File: config.mk
export PLATFORM = sky130hd
export DESIGN_NAME = congestion_detector
export DESIGN_NICKNAME = d
export VERILOG_FILES = /design/src/rtl/junction_pkg.sv /design/src/rtl/congestion_detector_sensor_edge.sv /design/src/rtl/congestion_detector.sv
export SDC_FILE = /design/constraint.sdc
export NUM_CORES = 1
export LEC_CHECK = 0
export BUFFER_PORTS_ARGS = -buffer_cell sky130_fd_sc_hd__buf_2
export CAP_MARGIN = 20
export CORE_ASPECT_RATIO = 1.75
export CORE_MARGIN = 1
export CORE_UTILIZATION = 40
export CTS_BUF_LIST = sky130_fd_sc_hd__clkbuf_2
export CTS_CLUSTER_SIZE = 20
export DETAILED_ROUTE_END_ITERATION = 8
export SLEW_MARGIN = 20
export SYNTH_ARGS = -nofsm -noshare
export SYNTH_HDL_FRONTEND = slang
export SYNTH_SLANG_ARGS = --single-unit
File: constraint.sdc
create_clock -name clock -period 3.53 [get_ports clock]
set_input_delay 0.5295 -clock clock [delete_from_list [all_inputs] [get_ports clock]]
set_output_delay 0.5295 -clock clock [all_outputs]
set_load 0.005 [all_outputs]
File: src/rtl/junction_pkg.sv
// Shared definitions for the junction controller path: congestion FSM encoding
// and default thresholds, reused by the detector and the controller testbench.
package junction_pkg;

    typedef enum logic [1:0] {
        FREE      = 2'd0,
        HOLD      = 2'd1,
        CONGESTED = 2'd2
    } cd_state_e;

    localparam int DEF_CNT_W       = 6;
    localparam int DEF_HIGH_TH     = 20;
    localparam int DEF_LOW_TH      = 12;
    localparam int DEF_HOLD_CYCLES = 8;

endpackage

File: src/rtl/congestion_detector_sensor_edge.sv
// Presence-sensor front end: optional 2-flop synchronizer (CONGESTION_DETECTOR_SYNC_EN)
// followed by a rising-edge pulse generator, so a held level counts once.
module sensor_edge (
    input  logic clock,
    input  logic reset,
    input  logic sens_i,
    output logic evt_o
);

    logic sens_s;
    logic prev_q;

`ifdef CONGESTION_DETECTOR_SYNC_EN
    logic [1:0] sync_q;

    // Two-flop synchronizer for sensors asynchronous to clock
    always_ff @(posedge clock or posedge reset) begin
        if (reset) begin
            sync_q <= 2'b00;
        end else begin
            sync_q <= {sync_q[0], sens_i};
        end
    end

    assign sens_s = sync_q[1];
`else
    assign sens_s = sens_i;
`endif

    // Previous-cycle sample of the (possibly synchronized) sensor level
    always_ff @(posedge clock or posedge reset) begin
        if (reset) begin
            prev_q <= 1'b0;
        end else begin
            prev_q <= sens_s;
        end
    end

    assign evt_o = sens_s & ~prev_q;

endmodule

File: src/rtl/congestion_detector.sv
// Tunnel occupancy counter with saturation/error flag and a hysteresis + minimum-hold
// congestion FSM. Optional input synchronizers: CONGESTION_DETECTOR_SYNC_EN.
module congestion_detector
    import junction_pkg::*;
#(
    parameter int CNT_W       = DEF_CNT_W,
    parameter int HIGH_TH     = DEF_HIGH_TH,
    parameter int LOW_TH      = DEF_LOW_TH,
    parameter int HOLD_CYCLES = DEF_HOLD_CYCLES
) (
    input  logic             clock,
    input  logic             reset,
    input  logic             car_in,
    input  logic             car_out,
    output logic [CNT_W-1:0] occupancy,
    output logic             congestion,
    output logic             error
);

    localparam int               HC_W      = $clog2(HOLD_CYCLES + 1);
    localparam logic [CNT_W-1:0] OCC_MAX   = {CNT_W{1'b1}};
    localparam logic [CNT_W-1:0] OCC_ZERO  = {CNT_W{1'b0}};
    localparam logic [CNT_W-1:0] HIGH_C    = CNT_W'(HIGH_TH);
    localparam logic [CNT_W-1:0] LOW_C     = CNT_W'(LOW_TH);
    localparam logic [HC_W-1:0]  HOLD_LOAD = HC_W'(HOLD_CYCLES - 1);
    localparam logic [HC_W-1:0]  HC_ZERO   = {HC_W{1'b0}};

    logic             in_evt_s;
    logic             out_evt_s;
    logic [CNT_W-1:0] occ_q;
    logic [CNT_W-1:0] occ_d;
    logic             err_q;
    logic             err_d;
    cd_state_e        state_q;
    logic [HC_W-1:0]  hold_cnt_q;
    logic             congestion_q;

    sensor_edge u_entry_edge (
        .clock (clock),
        .reset (reset),
        .sens_i(car_in),
        .evt_o (in_evt_s)
    );

    sensor_edge u_exit_edge (
        .clock (clock),
        .reset (reset),
        .sens_i(car_out),
        .evt_o (out_evt_s)
    );

    // Next occupancy: single entry/exit events move the count; saturate and flag at the rails
    always_comb begin
        occ_d = occ_q;
        err_d = err_q;
        if (in_evt_s && !out_evt_s) begin
            if (occ_q == OCC_MAX) begin
                err_d = 1'b1;
            end else begin
                occ_d = occ_q + CNT_W'(1);
            end
        end else if (out_evt_s && !in_evt_s) begin
            if (occ_q == OCC_ZERO) begin
                err_d = 1'b1;
            end else begin
                occ_d = occ_q - CNT_W'(1);
            end
        end else begin
            occ_d = occ_q;
        end
    end

    // Occupancy and sticky error registers
    always_ff @(posedge clock or posedge reset) begin
        if (reset) begin
            occ_q <= OCC_ZERO;
            err_q <= 1'b0;
        end else begin
            occ_q <= occ_d;
            err_q <= err_d;
        end
    end

    // Congestion FSM on registered occupancy; congestion_q tracks the next state so it
    // equals the decoded state register without a combinational output path
    always_ff @(posedge clock or posedge reset) begin
        if (reset) begin
            state_q      <= FREE;
            hold_cnt_q   <= HC_ZERO;
            congestion_q <= 1'b0;
        end else begin
            case (state_q)
                FREE: begin
                    if (occ_q >= HIGH_C) begin
                        state_q      <= HOLD;
                        hold_cnt_q   <= HOLD_LOAD;
                        congestion_q <= 1'b1;
                    end else begin
                        congestion_q <= 1'b0;
                    end
                end
                HOLD: begin
                    congestion_q <= 1'b1;
                    if (hold_cnt_q == HC_ZERO) begin
                        state_q <= CONGESTED;
                    end else begin
                        hold_cnt_q <= hold_cnt_q - HC_W'(1);
                    end
                end
                CONGESTED: begin
                    if (occ_q <= LOW_C) begin
                        state_q      <= FREE;
                        congestion_q <= 1'b0;
                    end else begin
                        congestion_q <= 1'b1;
                    end
                end
                default: begin
                    state_q      <= FREE;
                    hold_cnt_q   <= HC_ZERO;
                    congestion_q <= 1'b0;
                end
            endcase
        end
    end

    assign occupancy  = occ_q;
    assign congestion = congestion_q;
    assign error      = err_q;

endmodule

* Word level (Yosys, flattened, before mapping)
Cells that the tools add are included.
** Word-level totals
- Input bits :: 4
- Logic and storage cells :: 58
- Bits in registers :: 16
** Operators by class
- Magnitude comparators :: 2
- Reductions and logical operators :: 13
- Muxes and demuxes :: 18
- Add/sub/neg operators :: 3
- Eq/ne operators :: 10
- Bitwise operators :: 5
** Operator list (number)
- $mux 6 :: 4
- $ne 2x2->1 const B :: 6
- $pmux 4 s3 :: 1
- $reduce_and 3->1 :: 4
- $mux 4 :: 2
- $add 6x1->6 const B :: 1
- $eq 6x6->1 const B :: 1
- $ge 6x5->1 const B :: 1
- $le 6x4->1 const B :: 1
- $logic_not 6->1 :: 1
- $mux 1 :: 6
- $mux 2 :: 3
- $pmux 2 s3 :: 1
- $sub 6x1->6 const B :: 1
- $logic_not 4->1 :: 1
- $reduce_bool 2->1 :: 2
- $sub 4x1->4 const B :: 1
- $not 1->1 :: 3
- $pmux 1 s3 :: 1
- $and 1x1->1 :: 2
- $eq 2x1->1 const B :: 1
- $eq 2x2->1 const B :: 1
- $logic_and 1x1->1 :: 2
- $logic_not 1->1 :: 2
- 2 further kinds :: 2

* Longest topological paths before layout
Gate-level depths: netlist of run 1.
- Depth in word-level cells :: 6
- Mapped depth :: 9
- Gate-level depth less buffers :: 9

* Cells and area by module
A second synthesis of run 1 with hierarchy kept.
** Second synthesis, totals
- Cell total of the unflattened synthesis :: 98
- Area total of the unflattened synthesis :: 1022.2 µm²
** By module, submodules not included
- congestion_detector :: times used 1, area each 937.1 µm², cells each 92
- sensor_edge :: times used 2, area each 42.5 µm², cells each 3

* Worst setup path before layout of run 1
OpenSTA, ideal clock, no wires.
- Path kind :: input-to-reg
- Start point :: in car_in
- End point :: reg occ_q[5], in the netlist occupancy[5]
- Setup slack :: 1310 ps
- Arrival time :: 2140 ps
- Cell stages on the path :: 9
- Required time :: 3450 ps
- Cells stage by stage :: nor2b_1 -> ha_1 -> inv_1 -> ha_1 -> a211oi_1 -> o21bai_1 -> a21oi_1 -> mux2i_1 -> xnor2_1
** On the way
- Cells in the longest elaborated chain, start to end :: 5
- Elaborated cells on any way between the ends :: 9
- Classes of those cells :: eq/ne: 2; mux: 1; bitwise: 1; reduce/logical: 5
** Ends and longest elaborated chain
- start, declared :: RTL line congestion_detector.sv:13 : input logic car_in,
- $and 1x1->1 * :: RTL line congestion_detector_sensor_edge.sv:39 : assign evt_o = sens_s & ~prev_q;
- $logic_not 1->1 :: RTL line congestion_detector.sv:62 : end else if (out_evt_s && !in_evt_s) begin
- $logic_and 1x1->1 :: RTL line congestion_detector.sv:62
- $reduce_bool 2->1 (no source line)
- $reduce_and 3->1 (no source line)
- end signal, assigned :: RTL line congestion_detector.sv:76 : occ_q <= OCC_ZERO;
- end signal, assigned :: RTL line congestion_detector.sv:79 : occ_q <= occ_d;
- end, declared :: RTL line congestion_detector.sv:30 : logic [CNT_W-1:0] occ_q;
Mark *: on every way between the ends. The rest lies on a longest branch, timed or not.
A chain may end at the register's enable or synchronous reset.

* Worst setup path in the final report of run 1
- Start point :: reg u_entry_edge.prev_q
- End point :: reg occ_q[5], in the netlist occupancy[5]
** On the way
- Cells in the longest elaborated chain, start to end :: 6
- Elaborated cells on any way between the ends :: 10
- Classes of those cells :: eq/ne: 2; mux: 1; bitwise: 2; reduce/logical: 5
** Ends and longest elaborated chain
- start, declared :: RTL line congestion_detector_sensor_edge.sv:11 : logic prev_q;
- start signal, assigned :: RTL line congestion_detector_sensor_edge.sv:35 : prev_q <= sens_s;
- $not 1->1 * :: RTL line congestion_detector_sensor_edge.sv:39
- $and 1x1->1 * :: RTL line congestion_detector_sensor_edge.sv:39
- $logic_not 1->1 :: RTL line congestion_detector.sv:62
- $logic_and 1x1->1 :: RTL line congestion_detector.sv:62
- $reduce_bool 2->1 (no source line)
- $reduce_and 3->1 (no source line)
Marked as above.

==> impl_metrics.ini, run 1 <==
[final_layout]
fin_util_pct = 46.6
nets = 121
area.growth.synth_to_final_pct = 10.2
drive_above_1_share_pct = 16.8
fillers = 236
diodes = 0
fin_cells = 132

[global_routing]
grt_use_total_pct = 17.3
grt_max_degree = 17
antenna_found_initial = 0
grt_pass1_vias = 719
grt_pass1_wl_um = 3160
grt-ovfl-total = 0

[timing]
fin_hold_ws_ps = 306
rsz0062_at_grt = no
fin_crit_ps = 2200
worst_slew_pin_slew_ps = 879
tns_ps = 0
worst_slew_margin_rel_pct = 41.3
drv_slew = 0
hold_viol = 0
fin_worst_skew_ps = 6.75
setup_violations = 0
fmaxAchievable_ghz = 0.454
finalCritPeriodShare_pct = 62.4

[floorplan]
core_area_um2 = 2270
dieArea_um2 = 2610
start_util_pct = 42.3
num_io_pins = 12
chipWidth_um = 39.1
rows = 23
die_h_um = 66.8

[setup_path]
path_delay_family = adder cells
start_kind = register
crit_buf_inv = 1
cp.required_ps = 3740
cp-end-kind = register
worstPathMaxFanout = 6
crit_chain = nor2b_1 > ha_1 > inv_1 > ha_1 > a211oi_1 > o21bai_1 > a21oi_1 > mux2i_1 > xnor2_1
path_class = register to register
slowest_stage = dfrtp_1
arrival_ps = 2410
critPathMaxStageDelay_ps = 390
crit_top_cell = ha_1

[cts]
holdBufCountCts = 0
insertion_delay_ps = 270
cts_tree = done
cts_buffer_depth = 2
cts_resized = 0
cts_buffers = 3
clock-sinks = 16
path_clk_slew_ps = 150
cts.htree.levels = 1
cts_setup_buffers = 0
cts-root-buf = clkbuf_2

[yosys]
netlist_instances = 94
ys.flop_type = dfrtp_1
synth.cell_area_um2 = 961
synth_edf_count = 0
yosysWarnings = 0
syn_nets = 106
avgSynthCellArea_um2 = 10.2
synth-async-reset-ratio_pct = 100
synth.distinct_cells = 33
synth-seq-area-share_pct = 41.7
yosys_register_bits = 16

[detailed_routing]
ant_nets = 0
routed_wl_um = 1910
wl_per_cell_um = 14.4
firstDrtPassIters = 3
drt-vias-per-instance = 5.58
remaining_drc_errors = 0
drt_iter0_drc = 11
dr_total_vias = 736

[placement]
dp_hpwl_um = 1470
place_inst = 129
port_buffers = 11
gp_congestion = 0.695

[job]
drv_cap = 0

[power]
power.density_nw_per_um2 = 865
power.total_w = 0.000916
power.leakage_nw = 0.464
ir_worst_vdd_v = 0.000320

[run_status]
status = complete, no violations

[hold_path]
worstHoldPathType = input port to asynchronous set/reset pin
==> report_power, final <==
group	switching (W)	internal, W
Combinational	0.000210	0.000239
Sequential	0.000129	0.000262
Clock	0.0000532	0.0000232
Total	0.000392	0.000524
==> layout by cell type, fill, tap and decap left out <==
master,synthesis,final
nor4b_2,1,1
o22ai_1,2,2
a21o_1,2,2
or3_1,1,1
a21oi_1,6,6
a211oi_1,2,2
mux2i_1,2,2
nor4_1,1,1
nor3b_1,1,1
buf_2,0,11
o21ai_0,4,4
nor2b_1,2,2
nor3_1,5,5
mux2_1,3,3
clkbuf_2,0,3
nor2_1,12,12
nand3_1,2,2
xnor2_1,4,4
a221oi_1,1,1
nor3_2,1,1
a211o_1,1,1
fa_1,1,1
nand4_1,1,1
dfrtp_1,16,16
nand2_1,1,1
inv_1,6,6
ha_1,7,7
o211a_1,1,1
o21bai_1,2,2
or4_4,1,1
nor4_4,1,1
o31ai_1,1,1
xor2_1,1,1
nand2b_1,1,1
==> final cells by class <==
type | instances | area, um2 | share of cell area [%]
Sequential cell | 16 | 400 | 37.8
Tap cell | 25 | 31.3 | 2.96
Timing Repair Buffer | 11 | 55.1 | 5.20
Inverter | 6 | 22.5 | 2.13
Multi-Input combinational cell | 71 | 534 | 50.5
Clock buffer | 3 | 15.0 | 1.42
==> logic make-up after synthesis <==
group,Yosys count,synth area share (%)
compound gates,22,14.8
xor+xnor,5,4.56
fa+ha+maj,8,11.2
buf+inv,7,2.73
flops,16,41.7
mux,5,5.60
simple gates,31,19.4
==> registers in the layout, summed over array words and instances (netlist names) <==
name                 flops
congestion               1
error                    1
hold_cnt_q               4
occupancy                6
state_q                  2
u_entry_edge.prev_q      1
u_exit_edge.prev_q       1
==> metrics by stage <==
| step | setup WS [ps] | cell area [um2] |
|---|---|---|
| 6_report | 1330 | 1060 |
| 2_1_floorplan | 1310 | 961 |
| 3_3_place_gp | 1110 | 1040 |
| 5_1_grt | 1160 | 1060 |
| 4_1_cts | 1290 | 1060 |
| 3_5_place_dp | 1040 | 1040 |
==> cell usage after synthesis, drive strengths merged, types with 2 or more instances <==
cell type,number,area [um2]
dfrtp,16,400
nor2,12,45.0
ha,7,87.6
a21oi,6,30.0
inv,6,22.5
nor3,6,35.0
o21ai,4,20.0
xnor2,4,35.0
mux2,3,33.8
a211oi,2,15.0
a21o,2,15.0
mux2i,2,20.0
nand3,2,10.0
nor2b,2,12.5
nor4,2,27.5
o21bai,2,15.0
o22ai,2,12.5
==> worst paths after layout <==
path,from,end,slack (ps),depth (start not counted)
max,u_entry_edge.prev_q,occupancy[5],1330,9
min,reset,hold_cnt_q[1],310,2
max reg2reg,u_entry_edge.prev_q,occupancy[5],1330,9
min reg2reg,error,error,500,1
max in group asynchronous,reset,state_q[1],2820,2
min in group clock,car_in,u_entry_edge.prev_q,360,1
==> per-layer routing <==
layer | share of wire [%] | wire [um] | GRT usage [%] | vias up
met5 | 0 | 0 | 0 | -
met4 | 1.0 | 20 | 6.47 | 0
met3 | 1.3 | 25 | 3.00 | 2
met2 | 53 | 1020 | 30.0 | 7
met1 | 44 | 844 | 20.3 | 360
li1 | - | - | - | 367
No activity file was read; power rests on OpenSTA's default activity.
==> run 2, diff against run 1 <==
==> constraint.sdc (replaced) <==
create_clock -name clock -period 2.1 [get_ports clock]
set_input_delay 0.315 -clock clock [delete_from_list [all_inputs] [get_ports clock]]
set_output_delay 0.315 -clock clock [all_outputs]
set_load 0.005 [all_outputs]
==> run 2 against run 1 <==
  * Critical path depth fell by 1
  * Critical endpoint is now occupancy[4]
  * Largest cell class unchanged
  * Global-route usage increased by 0.44 points
  * Hold slack lost 240 ps
  * Clock skew grew 8.0 ps
  * Wire length rose by 7.0%
  * Register-to-register slack lost 1200 ps
  * Die area unchanged
  * Sequential share of layout area shrank 2.3 points
  * Clock power rose by 77%
==> impl_metrics.ini, run 2 (synthesis gave the netlist of run 1 again) <==
[floorplan]
dieArea_um2 = 2610
die_h_um = 66.8
chipWidth_um = 39.1
rows = 23
core_area_um2 = 2270
start_util_pct = 42.3
num_io_pins = 12

[cts]
cts_resized = 0
cts_setup_buffers = 0
cts_tree = done
cts_buffers = 3
insertion_delay_ps = 290
holdBufCountCts = 0
cts.htree.levels = 1
clock-sinks = 16
cts-root-buf = clkbuf_2
path_clk_slew_ps = 160
cts_buffer_depth = 2

[setup_path]
r2r-end = occupancy[4]
r2r_slack_ps = 130
cp-endpoint = occupancy[4]
path_class = register to register
timing.rr.start = u_entry_edge.prev_q
crit_chain = nor2b_1 > ha_1 > inv_2 > fa_1 > a21o_1 > a21oi_1 > xnor2_1 > mux2_1
slowest_stage = fa_1
path_delay_family = adder cells
crit_path_start = u_entry_edge.prev_q
start_kind = register
critPathMaxStageDelay_ps = 410
arrival_ps = 2170
crit_buf_inv = 1
cp.required_ps = 2290
worstPathMaxFanout = 5
cp_num_cells = 8
ff2ff_path_depth = 8
cp-end-kind = register

[final_layout]
fin_area_um2 = 1130
fillers = 242
multi_input_area_um2 = 539
regArea_um2 = 400
area.growth.synth_to_final_pct = 17.3
final_cell_mix = dfrtp_1 (16), nor2_1 (12), buf_2 (11)
nets = 129
drive_above_1_share_pct = 24.1
diodes = 0
largest_reg_flops = 6
layout_commonest_cell = dfrtp_1

[power]
power.leakage_nw = 0.506
power.density_nw_per_um2 = 1470
power.total_w = 0.00166
ir_worst_vdd_v = 0.000608

[global_routing]
grt-ovfl-total = 0
antenna_found_initial = 0
grt_pass1_wl_um = 3250
grt_pass1_vias = 783
grt_use_total_pct = 17.8
grt_max_degree = 17

[timing]
fin_hold_ws_ps = 68.5
setup_slack_ps = 126
fin_crit_ps = 1970
finalCritPeriodShare_pct = 94.0
drv_slew = 0
setup_violations = 0
fmaxAchievable_ghz = 0.507
hold_viol = 0
worst_slew_margin_rel_pct = 58.6
fin_worst_skew_ps = 14.8
worst_slew_pin_slew_ps = 621

[placement]
gp_congestion = 0.731
placed_area_um2 = 1100
pre_cts_ws_ps = -39.6
dp_hpwl_um = 1590
port_buffers = 11

[detailed_routing]
dr_total_vias = 774
remaining_drc_errors = 0
routed_wl_um = 2040
ant_nets = 0
firstDrtPassIters = 3
drt-vias-per-instance = 5.49
drt_iter0_drc = 16
wl_per_cell_um = 14.5

[job]
drv_cap = 0

[hold_path]
worstHoldPathType = input port to asynchronous set/reset pin

[run_status]
status = complete, no violations
run 2: cell count changes in the layout (fill, tap and decap cells not counted), sizes merged:
cell | previous run | this run
buf | 11 | 19
clkinv | 0 | 1
run 2: worst min path at each step:
stage | to | slack, ps | cells past startpoint
after global routing | state_q[1] | 90 | 2
after global placement | u_exit_edge.prev_q | 410 | 2
final | state_q[1] | 70 | 2
after CTS | state_q[1] | 80 | 2
after floorplan | congestion | 230 | 1
after detailed placement | u_entry_edge.prev_q | 430 | 2
run 2: cell type report:
cell class / instances / share of cell area (%)
clock inverters: 1 / 0.333
inverters: 6 / 2.00
clock buffers: 3 / 1.33
well taps: 25 / 2.77
multi-input cells: 71 / 47.8
repair buffers: 19 / 10.2
flip-flops and latches: 16 / 35.5
run 2: worst reg2reg max path, cell delays in order (launching register included):
cell and delay, ps:
dfrtp_1 390, nor2b_1 120, ha_1 190, inv_2 70
fa_1 410, a21o_1 170, a21oi_1 170, xnor2_1 80
mux2_1 290
run 2: stage by stage:
stage | util, % | cells | setup TNS [ps]
finish | 49.6 | 141 | 0
global route | 49.6 | 141 | -3.96
CTS | 49.4 | 141 | 0
detailed placement | 48.5 | 137 | -39.6
global placement | 48.5 | 137 | 0
floorplan | - | 94 | 0
run 2: per-layer routing:
layer,routed length [um],part of all wire [%],up-vias,track usage (%)
met1,840,41,382,17.8
met2,1140,56,9,33.1
li1,-,-,381,-
met3,38,1.9,2,3.00
met5,0,0,-,0
met4,20,0.98,0,7.76
run 2: report_power, final:
part / switching (W) / total (W) / internal, W / leakage (nW)
registers: 0.000214 / 0.000655 / 0.000441 / 0.185
clock network: 0.0000940 / 0.000135 / 0.0000414 / 0.0140
logic: 0.000404 / 0.000870 / 0.000466 / 0.307
total: 0.000712 / 0.00166 / 0.000948 / 0.506
==> run 3, diff against run 2 <==
--- a/config.mk
+++ b/config.mk
@@ -5,6 +5,7 @@
 export SDC_FILE = /design/constraint.sdc
 export NUM_CORES = 1
 export LEC_CHECK = 0
+export ABC_AREA = 1
 export BUFFER_PORTS_ARGS = -buffer_cell sky130_fd_sc_hd__buf_2
 export CAP_MARGIN = 20
 export CORE_ASPECT_RATIO = 1.75
==> run 3 against run 2 <==
  * Non-clock buffer count decreased by 8
  * Total power increased by 2.6%
  * Utilization decreased by 1.9 points
  * Maximum frequency increased by 11%
  * Largest power group unchanged
  * Setup slack improved by 190 ps
  * Flip-flop and latch count unchanged
  * Register-to-register slack improved by 190 ps
  * Sequential share of layout area increased by 0.079 points
  * Global-route usage increased by 0.27 points
  * Via count increased by 11%
  * Die area increased by 5.9%
  * Clock skew decreased by 5.3 ps
==> impl_metrics.ini, run 3 <==
[run_status]
status = complete, no violations

[timing]
drv_slew = 0
setup_violations = 0
hold_viol = 0
setup_slack_ps = 320
worst_slew_margin_rel_pct = 60.6
rsz0062_at_grt = no
fin_crit_ps = 1780
finalCritPeriodShare_pct = 84.8
fmaxAchievable_ghz = 0.562
fin_worst_skew_ps = 9.49
tns_ps = 0
worst_slew_pin_slew_ps = 590

[placement]
port_buffers = 11
pre_cts_ws_ps = 253
dp_hpwl_um = 1600
gp_congestion = 0.745

[yosys]
synth-async-reset-ratio_pct = 100
synth_most_common_cell = nand2_1
synth_top_area_share_pct = 39.3
synth_edf_count = 0
synth.distinct_cells = 20
yosys_register_bits = 16
synth-seq-area-share_pct = 39.3
syn_nets = 144
avgSynthCellArea_um2 = 7.73
ys.flop_type = dfrtp_1
ys_top_cells_by_count = nand2_1 (44), inv_1 (17), dfrtp_1 (16)
yosysWarnings = 0
netlist_instances = 132
yosys.area.top_type = dfrtp_1
synth.cell_area_um2 = 1020
synth.top_cells.by_area = dfrtp_1 (39%), nand2_1 (16%), ha_1 (8.6%), inv_1 (6.3%), nand3_1 (3.9%)

[cts]
cts_resized = 0
cts.htree.levels = 1
cts_buffer_depth = 2
insertion_delay_ps = 280
path_clk_slew_ps = 150
cts-root-buf = clkbuf_2
cts_buffers = 3
holdBufCountCts = 0
cts_tree = done
clock-sinks = 16
cts_setup_buffers = 0

[detailed_routing]
routed_wl_um = 1970
drt_iter0_drc = 8
drt-vias-per-instance = 5.01
firstDrtPassIters = 4
ant_nets = 0
wl_per_cell_um = 11.5
remaining_drc_errors = 0
dr_total_vias = 861

[floorplan]
rows = 23
core_area_um2 = 2360
die_h_um = 68.8
num_io_pins = 12
start_util_pct = 43.2
dieArea_um2 = 2760
chipWidth_um = 40.2

[setup_path]
cp-end-kind = register
r2r_slack_ps = 320
arrival_ps = 1970
crit_buf_inv = 1
r2r-end = occupancy[4]
worstPathMaxFanout = 6
crit_top_cell = nand2_1
critPathMaxStageDelay_ps = 390
cp.required_ps = 2290
timing.rr.start = u_entry_edge.prev_q
crit_chain = nor2_1 > ha_1 > inv_1 > ha_1 > a21oi_1 > nand2_1 > xor2_1 > nand2_1 > nand2_1
start_kind = register
crit_path_start = u_entry_edge.prev_q
ff2ff_path_depth = 9
path_class = register to register
path_delay_family = adder cells
slowest_stage = dfrtp_1

[final_layout]
drive_above_1_share_pct = 19.0
largest_reg_flops = 6
layout_commonest_cell = nand2_1
diodes = 0
nets = 160
area.growth.synth_to_final_pct = 10.3
multi_input_area_um2 = 544
regArea_um2 = 400
final_cell_mix = nand2_1 (44), inv_1 (17), dfrtp_1 (16)
fillers = 265

[power]
power.leakage_nw = 0.628
power.density_nw_per_um2 = 1510
ir_worst_vdd_v = 0.000614
power.total_w = 0.00170

[global_routing]
grt_pass1_wl_um = 3350
grt_pass1_vias = 858
grt_max_degree = 17
grt-ovfl-total = 0
grt_use_total_pct = 18.1
antenna_found_initial = 0

[job]
drv_cap = 0

[hold_path]
worstHoldPathType = input port to asynchronous set/reset pin
-- run 3: cell families (layout without fill, tap and decap cells) --
group	Yosys count	in the layout	share of synthesized area, %
and+or+nand+nor	68	68	29.4
buffers and inverters	20	35	7.36
DFF	16	16	39.3
AOI/OAI and AO/OA	15	15	9.08
adders and majority gates	8	8	10.6
xor gates and xnor gates	5	5	4.30
-- run 3: layer usage --
metal / wire length [um] / up-vias / track usage, %
li1: - / 442 / -
met1: 799 / 409 / 19.5
met2: 1120 / 8 / 31.9
met3: 15 / 2 / 0.962
met4: 36 / 0 / 11.6
met5: 0 / - / 0
-- run 3: where the power goes --
group          switching, W  leakage [nW]  total (W)  internal [W]
logic              0.000576         0.423   0.000984      0.000408
clock network     0.0000904        0.0140   0.000132     0.0000414
registers          0.000148         0.191   0.000588      0.000440
total              0.000814         0.628    0.00170      0.000890
-- run 3: per-stage QoR --
| stage | utilization, % | instance area, um2 | cells | hold WS (ps) |
|---|---|---|---|---|
| 6_report | 47.7 | 1120 | 172 | 65.2 |
| 5_1_grt | 47.7 | 1120 | 172 | 79.5 |
| 4_1_cts | 47.7 | 1120 | 172 | 75.1 |
| 3_5_place_dp | 46.9 | 1110 | 168 | 420 |
| 3_3_place_gp | 46.9 | 1110 | 168 | 411 |
| 2_1_floorplan | - | 1020 | 132 | 229 |
-- run 3: area by class of cell --
class	instances	area share, %
clock buffer	3	1.33
clock inverter	1	0.334
sequential	16	35.6
timing repair buffer	11	4.89
multi-input combinational	96	48.4
inverter	20	6.67
tap	25	2.78
-- run 3: how the worst max path moves through the flow --
stage / cells past startpoint / end / slack (ps)
after global routing: 11 / occupancy[5] / 160
final: 9 / occupancy[4] / 320
after global placement: 11 / occupancy[4] / 300
after CTS: 9 / occupancy[4] / 310
after detailed placement: 11 / occupancy[4] / 250
after floorplan: 9 / occupancy[4] / 490
